File: src/rtl/bk_adder_32_pkg.sv
// Shared constants and prefix-tree placement helpers for the 32-bit Brent-Kung adder.
package bk_adder_32_pkg;

    localparam int WIDTH      = 32;
    localparam int LOG2_WIDTH = 5;
    localparam int LEVELS     = 2 * LOG2_WIDTH - 1;

    // Levels 1..LOG2_WIDTH are the up-sweep; the rest are the down-sweep.
    function automatic int node_span(input int lv);
        if (lv <= LOG2_WIDTH) begin
            return 1 << lv;
        end
        return 1 << (LEVELS + 1 - lv);
    endfunction

    function automatic int lo_dist(input int lv);
        return node_span(lv) / 2;
    endfunction

    function automatic bit is_black(input int lv, input int i);
        int s;
        s = node_span(lv);
        if (lv <= LOG2_WIDTH) begin
            return ((i + 1) % s) == 0;
        end
        return (((i + 1) % s) == (s / 2)) && (i >= s);
    endfunction

endpackage

File: src/rtl/bk_adder_32_prefix_cell.sv
// Brent-Kung black cell: (g_hi,p_hi) o (g_lo,p_lo).
module bk_prefix_cell (
    input  logic g_hi,
    input  logic p_hi,
    input  logic g_lo,
    input  logic p_lo,
    output logic g_out,
    output logic p_out
);

    assign g_out = g_hi | (p_hi & g_lo);
    assign p_out = p_hi & p_lo;

endmodule

File: src/rtl/bk_adder_32.sv
// 32-bit Brent-Kung parallel-prefix adder with a single registered output stage.
module bk_adder_32
    import bk_adder_32_pkg::*;
(
    input  logic             clk,
    input  logic             rst_n,
    input  logic [WIDTH-1:0] a,
    input  logic [WIDTH-1:0] b,
    input  logic             cin,
    output logic [WIDTH-1:0] sum,
    output logic             cout
);

    logic [WIDTH-1:0] p;
    logic [WIDTH-1:0] g;
    logic [WIDTH:0]   c;
    logic [WIDTH-1:0] sum_c;
    logic [WIDTH-1:0] unused_p;

    logic gl [0:LEVELS][0:WIDTH-1];
    logic pl [0:LEVELS][0:WIDTH-1];

    assign p = a ^ b;
    assign g = a & b;

    // cin folded into bit 0 so every prefix G already includes the carry-in.
    for (genvar i = 0; i < WIDTH; i++) begin : g_leaf
        if (i == 0) begin : g_bit0
            assign gl[0][i] = g[i] | (p[i] & cin);
        end else begin : g_bitn
            assign gl[0][i] = g[i];
        end
        assign pl[0][i] = p[i];
    end

    for (genvar lv = 1; lv <= LEVELS; lv++) begin : g_level
        for (genvar i = 0; i < WIDTH; i++) begin : g_node
            if (is_black(lv, i)) begin : g_black
                bk_prefix_cell u_cell (
                    .g_hi  (gl[lv-1][i]),
                    .p_hi  (pl[lv-1][i]),
                    .g_lo  (gl[lv-1][i-lo_dist(lv)]),
                    .p_lo  (pl[lv-1][i-lo_dist(lv)]),
                    .g_out (gl[lv][i]),
                    .p_out (pl[lv][i])
                );
            end else begin : g_pass
                assign gl[lv][i] = gl[lv-1][i];
                assign pl[lv][i] = pl[lv-1][i];
            end
        end
    end

    // Final-level group propagates are not needed for carries.
    for (genvar i = 0; i < WIDTH; i++) begin : g_psink
        assign unused_p[i] = pl[LEVELS][i];
    end

    always_comb begin
        c[0] = cin;
        for (int i = 0; i < WIDTH; i++) begin
            c[i+1] = gl[LEVELS][i];
        end
    end

    assign sum_c = p ^ c[WIDTH-1:0];

    always_ff @(posedge clk) begin
        if (!rst_n) begin
            sum  <= '0;
            cout <= 1'b0;
        end else begin
            sum  <= sum_c;
            cout <= c[WIDTH];
        end
    end

endmodule

File: config.mk
export PLATFORM = sky130hd
export DESIGN_NAME = bk_adder_32
export DESIGN_NICKNAME = d
export VERILOG_FILES = /design/src/rtl/bk_adder_32_pkg.sv /design/src/rtl/bk_adder_32_prefix_cell.sv /design/src/rtl/bk_adder_32.sv
export SDC_FILE = /design/constraint.sdc
export NUM_CORES = 1
export LEC_CHECK = 0
export BUFFER_PORTS_ARGS = -buffer_cell sky130_fd_sc_hd__buf_4
export CAP_MARGIN = 20
export CORE_ASPECT_RATIO = 0.7
export CORE_UTILIZATION = 40
export DETAILED_ROUTE_END_ITERATION = 12
export PLACE_DENSITY = 0.7
export SKIP_LAST_GASP = 1
export SLEW_MARGIN = 0
export SYNTH_ARGS = -nofsm -noshare
export SYNTH_HDL_FRONTEND = slang
export SYNTH_SLANG_ARGS = --single-unit
File: constraint.sdc
create_clock -name clk -period 6.4 [get_ports clk]
set_input_delay 1.28 -clock clk [delete_from_list [all_inputs] [get_ports clk]]
set_output_delay 1.28 -clock clk [all_outputs]
set_load 0.005 [all_outputs]
==> flow_metrics.tcl, run 1 <==
set metrics [dict create \
    finalNetCount 435 \
    syn_nets 332 \
    instances_no_fill 394 \
    finalMaxSlewViolations 0 \
    dp_cells 386 \
    dp_hpwl_mm 3.76 \
    pre_cts_ws_ns 2.22 \
    final_layout_size_suffix_gt1_frac 0.348 \
    synth_top_cell_area_share 0.299 \
    grt_pass1_wl_mm 7.87 \
    gp_congestion 0.798 \
    final_hold_viol_count 0 \
    die_w_um 90.8 \
    cpMaxStageDelayCell "fa_1" \
    routed_wl_mm 4.63 \
    antenna_cells 0 \
    synth_area_per_cell_um2 10.1 \
    die-height_um 64.2 \
    grtUsageTotal 0.172 \
    endpoint_kind "register" \
    tightest_slew_ns 0.394 \
    grt_setup_unrepaired "false" \
    cts_buffers 5 \
    synthMuxAreaShare 0 \
    path_common_cell "fa_1" \
    grt_max_degree 35 \
    dr_total_vias 1828 \
    power-per-cell-area_mw_per_mm2 210 \
    drv_cap 0 \
    rows 22 \
    worstSetupPathType "in -> reg" \
    p_leak_nw 1.58 \
    cts_setup_buffers 0 \
    status "complete, no violations" \
    synth_compound_area_frac 0.121 \
    slowest_delay_ns 0.40 \
    port_buffers 99 \
    crit_chain "buf_4 -> inv_1 -> fa_1 -> inv_1 -> fa_1 -> a211oi_1 -> o21ai_2 -> o2111ai_2 -> o311ai_4 -> a21boi_1 -> o211ai_1 -> fa_1 -> xor2_1 -> and2_1" \
    cts.clk_slew.worst_paths_ns 0.07 \
    synthXorXnorAreaFrac 0.0595 \
    fin_setup_tns_ns 0 \
    cts_resized 0 \
    cts_hold_buf 0 \
    die_area_mm2 0.00583 \
    finalHoldWorstSlack_ns 1.35 \
    post-route-period-util 0.610 \
    fmax_mhz 256 \
    core_region_area_mm2 0.00529 \
    cts.sinks 33 \
    worstPathRequired_ns 6.58 \
    cp-startpoint "a[0]" \
    seq_area_um2 661 \
    synthCells 218 \
    drc 0 \
    async_flop_share 0 \
    hp-class "in -> reg" \
    final-setup-viol-count 0 \
    synth-edff-count 0 \
    period_needed_ns 3.90 \
    ys_seq_elements 33 \
    ys_warn_count 0 \
    clock_path_buffers 2 \
    antenna_found_initial 0 \
    critPathLaunchType "input pin" \
    yosys.area.top_type "dfxtp_1" \
    slew_headroom 0.736 \
    cp.arrival_ns 4.09 \
    root_buffer "clkbuf_8" \
    syn_area_mm2 0.00221 \
    synth_simple_gate_area_frac 0.159 \
    final_common_cell "buf_4" \
    yosys.area_share.adder 0.324 \
    synth.yosys.seq_area_share 0.299 \
    initialDrtViolationCount 27 \
    synthFlopType "dfxtp_1" \
    htreeDepth 2 \
    area_growth_pct 42.5 \
    layout_setup_ws_ns 2.50 \
    synth_cell_types 31 \
    firstDrtPassIters 4 \
    drt-vias-per-instance 4.64 \
    grt_pass1_vias 1743 \
    final_cell_mix "buf_4 (99), dfxtp_1 (33), ha_1 (30), and2_1 (27), inv_1 (19)" \
    wl_per_cell_um 11.8 \
    ir_drop_v 0.000109 \
    multi_input_area_mm2 0.00147 \
    crit_path_max_fanout 4 \
    ioPinCount 100 \
    fillCellCount 494 \
    cts_tree "built" \
    grt_overflow_total 0 \
    start_util 0.418 \
    ant_nets 0 \
    synth_area_leaders "dfxtp_1 (30%), ha_1 (17%), fa_1 (15%)" \
    min_from "b[1]" \
    synth_top_family_by_area "adder cells" \
]
cells by family (layout without fill, tap and decap cells):
kind of cell | count (synthesis) | in the layout
buffers and inverters | 22 | 126
adders and majority gates | 47 | 47
AOI/OAI and AO/OA | 38 | 38
DFF | 33 | 33
and+or+nand+nor | 63 | 63
xor gates and xnor gates | 15 | 15
critical path: cells and delay by family:
| kind | cells | cell delay, ns |
|---|---|---|
| adder cells (fa/ha/maj) | 3 | 0.96 |
| AND/OR/NAND/NOR | 1 | 0.16 |
| AO/OA/AOI/OAI | 6 | 1.29 |
| buffers and inverters | 3 | 0.23 |
| XOR/XNOR | 1 | 0.17 |
cell usage after synthesis, types with 2 or more instances:
| library cell | number |
|---|---|
| a211oi_1 | 2 |
| a21o_1 | 4 |
| a21oi_1 | 12 |
| a31oi_1 | 2 |
| and2_1 | 27 |
| clkbuf_1 | 3 |
| dfxtp_1 | 33 |
| fa_1 | 17 |
| ha_1 | 30 |
| inv_1 | 19 |
| nand2_1 | 10 |
| nand2b_1 | 3 |
| nand3_1 | 4 |
| nand4_1 | 2 |
| nor2_1 | 5 |
| nor2b_1 | 7 |
| nor3_1 | 2 |
| o211ai_1 | 2 |
| o21ai_0 | 8 |
| o21bai_1 | 2 |
| xnor2_1 | 5 |
| xor2_1 | 10 |
through the flow:
stage | util | instance area [µm²] | power, mW
detailed placement | 0.573 | 3030 | 0.458
finish | 0.595 | 3150 | 0.661
floorplan | - | 2210 | 0.355
global route | 0.595 | 3150 | 0.708
CTS | 0.595 | 3150 | 0.671
global placement | 0.573 | 3030 | 0.455
power breakdown:
group          total [mW]  switching (mW)  internal (mW)  leakage, nW
combinational       0.210          0.0906          0.120         1.25
clock               0.209          0.0819          0.127       0.0585
sequential          0.241         0.00739          0.234        0.275
final timing paths:
path | endpoint | slack [ns] | cells after the start
max | sum[27] | 2.50 | 14
min | sum[1] | 1.35 | 3
metal layers:
metal  vias up  track usage  wire, µm
li1        936            -         -
met1       823        0.230      2220
met2        62        0.264      2010
met3         7       0.0536       354
met4         0       0.0595        46
met5         -            0         0
final cells by class:
cell class	instances	area share
clock inverter	1	0.00954
clock buffer	7	0.0274
sequential	33	0.210
tap	72	0.0286
multi-input combinational	163	0.466
timing repair buffer	99	0.236
inverter	19	0.0227
flip-flops by register name, indices dropped and copies added (netlist names):
signal  cells
sum        32
cout        1
Note: power is estimated with default switching activity, not from simulation.
==> run 2, diff against run 1 <==
- PLACE_DENSITY: 0.7 -> 0.73
- clock period: 6.4 -> 3.35 ns (I/O delays scaled with it)
==> flow_metrics.tcl, run 2 (synthesis gave the netlist of run 1 again) <==
set metrics [dict create \
    cts.sinks 33 \
    ir_drop_v 0.000170 \
    drc 0 \
    antenna_cells 0 \
    crit_path_max_fanout 4 \
    cts_hold_buf 0 \
    final_common_cell "buf_4" \
    slew_headroom 0.706 \
    root_buffer "clkbuf_8" \
    power-per-cell-area_mw_per_mm2 368 \
    grtUsageTotal 0.182 \
    cts.clk_slew.worst_paths_ns 0.07 \
    drv_cap 0 \
    gp_congestion 0.766 \
    period_needed_ns 3.17 \
    finalHoldWorstSlack_ns 0.758 \
    core_region_area_mm2 0.00529 \
    routed_wl_mm 4.83 \
    finalMaxSlewViolations 0 \
    port_buffers 99 \
    grt_max_degree 35 \
    worstSetupPathType "in -> reg" \
    grt_setup_unrepaired "false" \
    final_cell_mix "buf_4 (101), dfxtp_1 (33), ha_1 (30), and2_1 (27), inv_1 (19)" \
    drt-vias-per-instance 4.64 \
    endpoint_kind "register" \
    ant_nets 0 \
    final-setup-viol-count 0 \
    grt_overflow_total 0 \
    antenna_found_initial 0 \
    htreeDepth 2 \
    final_layout_size_suffix_gt1_frac 0.358 \
    final_core_util 0.597 \
    critPathLaunchType "input pin" \
    hp-class "in -> reg" \
    initialDrtViolationCount 33 \
    fin_setup_tns_ns 0 \
    fmax_mhz 315 \
    dp_cells 388 \
    cp.arrival_ns 3.35 \
    wl_per_cell_um 12.2 \
    finalNetCount 437 \
    cts_buffers 5 \
    worstPathRequired_ns 3.52 \
    reg_top3 "sum (32), cout (1)" \
    area_growth_pct 42.9 \
    p_leak_nw 1.58 \
    firstDrtPassIters 4 \
    clock_path_buffers 2 \
    fillCellCount 468 \
    rows 22 \
    dr_total_vias 1836 \
    status "complete, no violations" \
    die_area_mm2 0.00583 \
    start_util 0.418 \
    die_w_um 90.8 \
    instances_no_fill 396 \
    top_register "sum" \
    final_hold_viol_count 0 \
    dp_hpwl_mm 4.07 \
    cts_tree "built" \
    grt_pass1_wl_mm 8.20 \
    post-route-period-util 0.947 \
    tightest_slew_ns 0.439 \
    ioPinCount 100 \
    grt_pass1_vias 1854 \
    die-height_um 64.2 \
    largest_register_ffs 32 \
]
[run 2: final timing paths]
check,from,endpoint,cells past startpoint
worst min-delay path,b[16],sum[16],3
worst max-delay path,a[0],sum[30],13
[run 2: critical path: stages]
cell,delay [ns]
buf_4,0.08
inv_1,0.05
fa_1,0.41
inv_1,0.07
fa_1,0.21
a211oi_2,0.08
o21ai_2,0.20
o2111ai_4,0.17
o311ai_4,0.37
a31oi_2,0.18
o21ai_0,0.24
fa_1,0.45
and2_1,0.16
[run 2: report_power, final]
part	switching [mW]	internal (mW)
combinational	0.180	0.235
sequential	0.0167	0.448
clock	0.135	0.147
total	0.332	0.830
[run 2: per-layer routing]
| layer | global-route usage | share of wire | vias to the layer above |
|---|---|---|---|
| li1 | - | - | 938 |
| met1 | 0.220 | 0.47 | 831 |
| met2 | 0.313 | 0.46 | 61 |
| met3 | 0.0631 | 0.066 | 6 |
| met4 | 0.0397 | 0.0085 | 0 |
| met5 | 0 | 0 | - |
[run 2: cell type report]
cell class                      count  area, µm²  area share
Multi-Input combinational cell    163       1500       0.474
Timing Repair Buffer              101        758       0.240
Sequential cell                    33        661       0.209
Tap cell                           72       90.1      0.0285
Clock buffer                        8       80.1      0.0254
Inverter                           19       71.3      0.0226
[run 2: what timing repair did]
action	4_1_cts	5_1_grt
buffers inserted	0	0
endpoints found under the hold margin	0	0
setup endpoints to repair	0	9
resized for setup	0	5
[run 2: metrics by stage]
step / instance area (µm²) / worst slack (ns) / power (mW)
detailed placement: 3050 / -0.245 / 0.883
CTS: 3130 / 0.0452 / 1.17
floorplan: 2210 / 0.124 / 0.679
finish: 3160 / 0.177 / 1.16
global route: 3160 / 0.00426 / 1.25
global placement: 3050 / -0.146 / 0.871
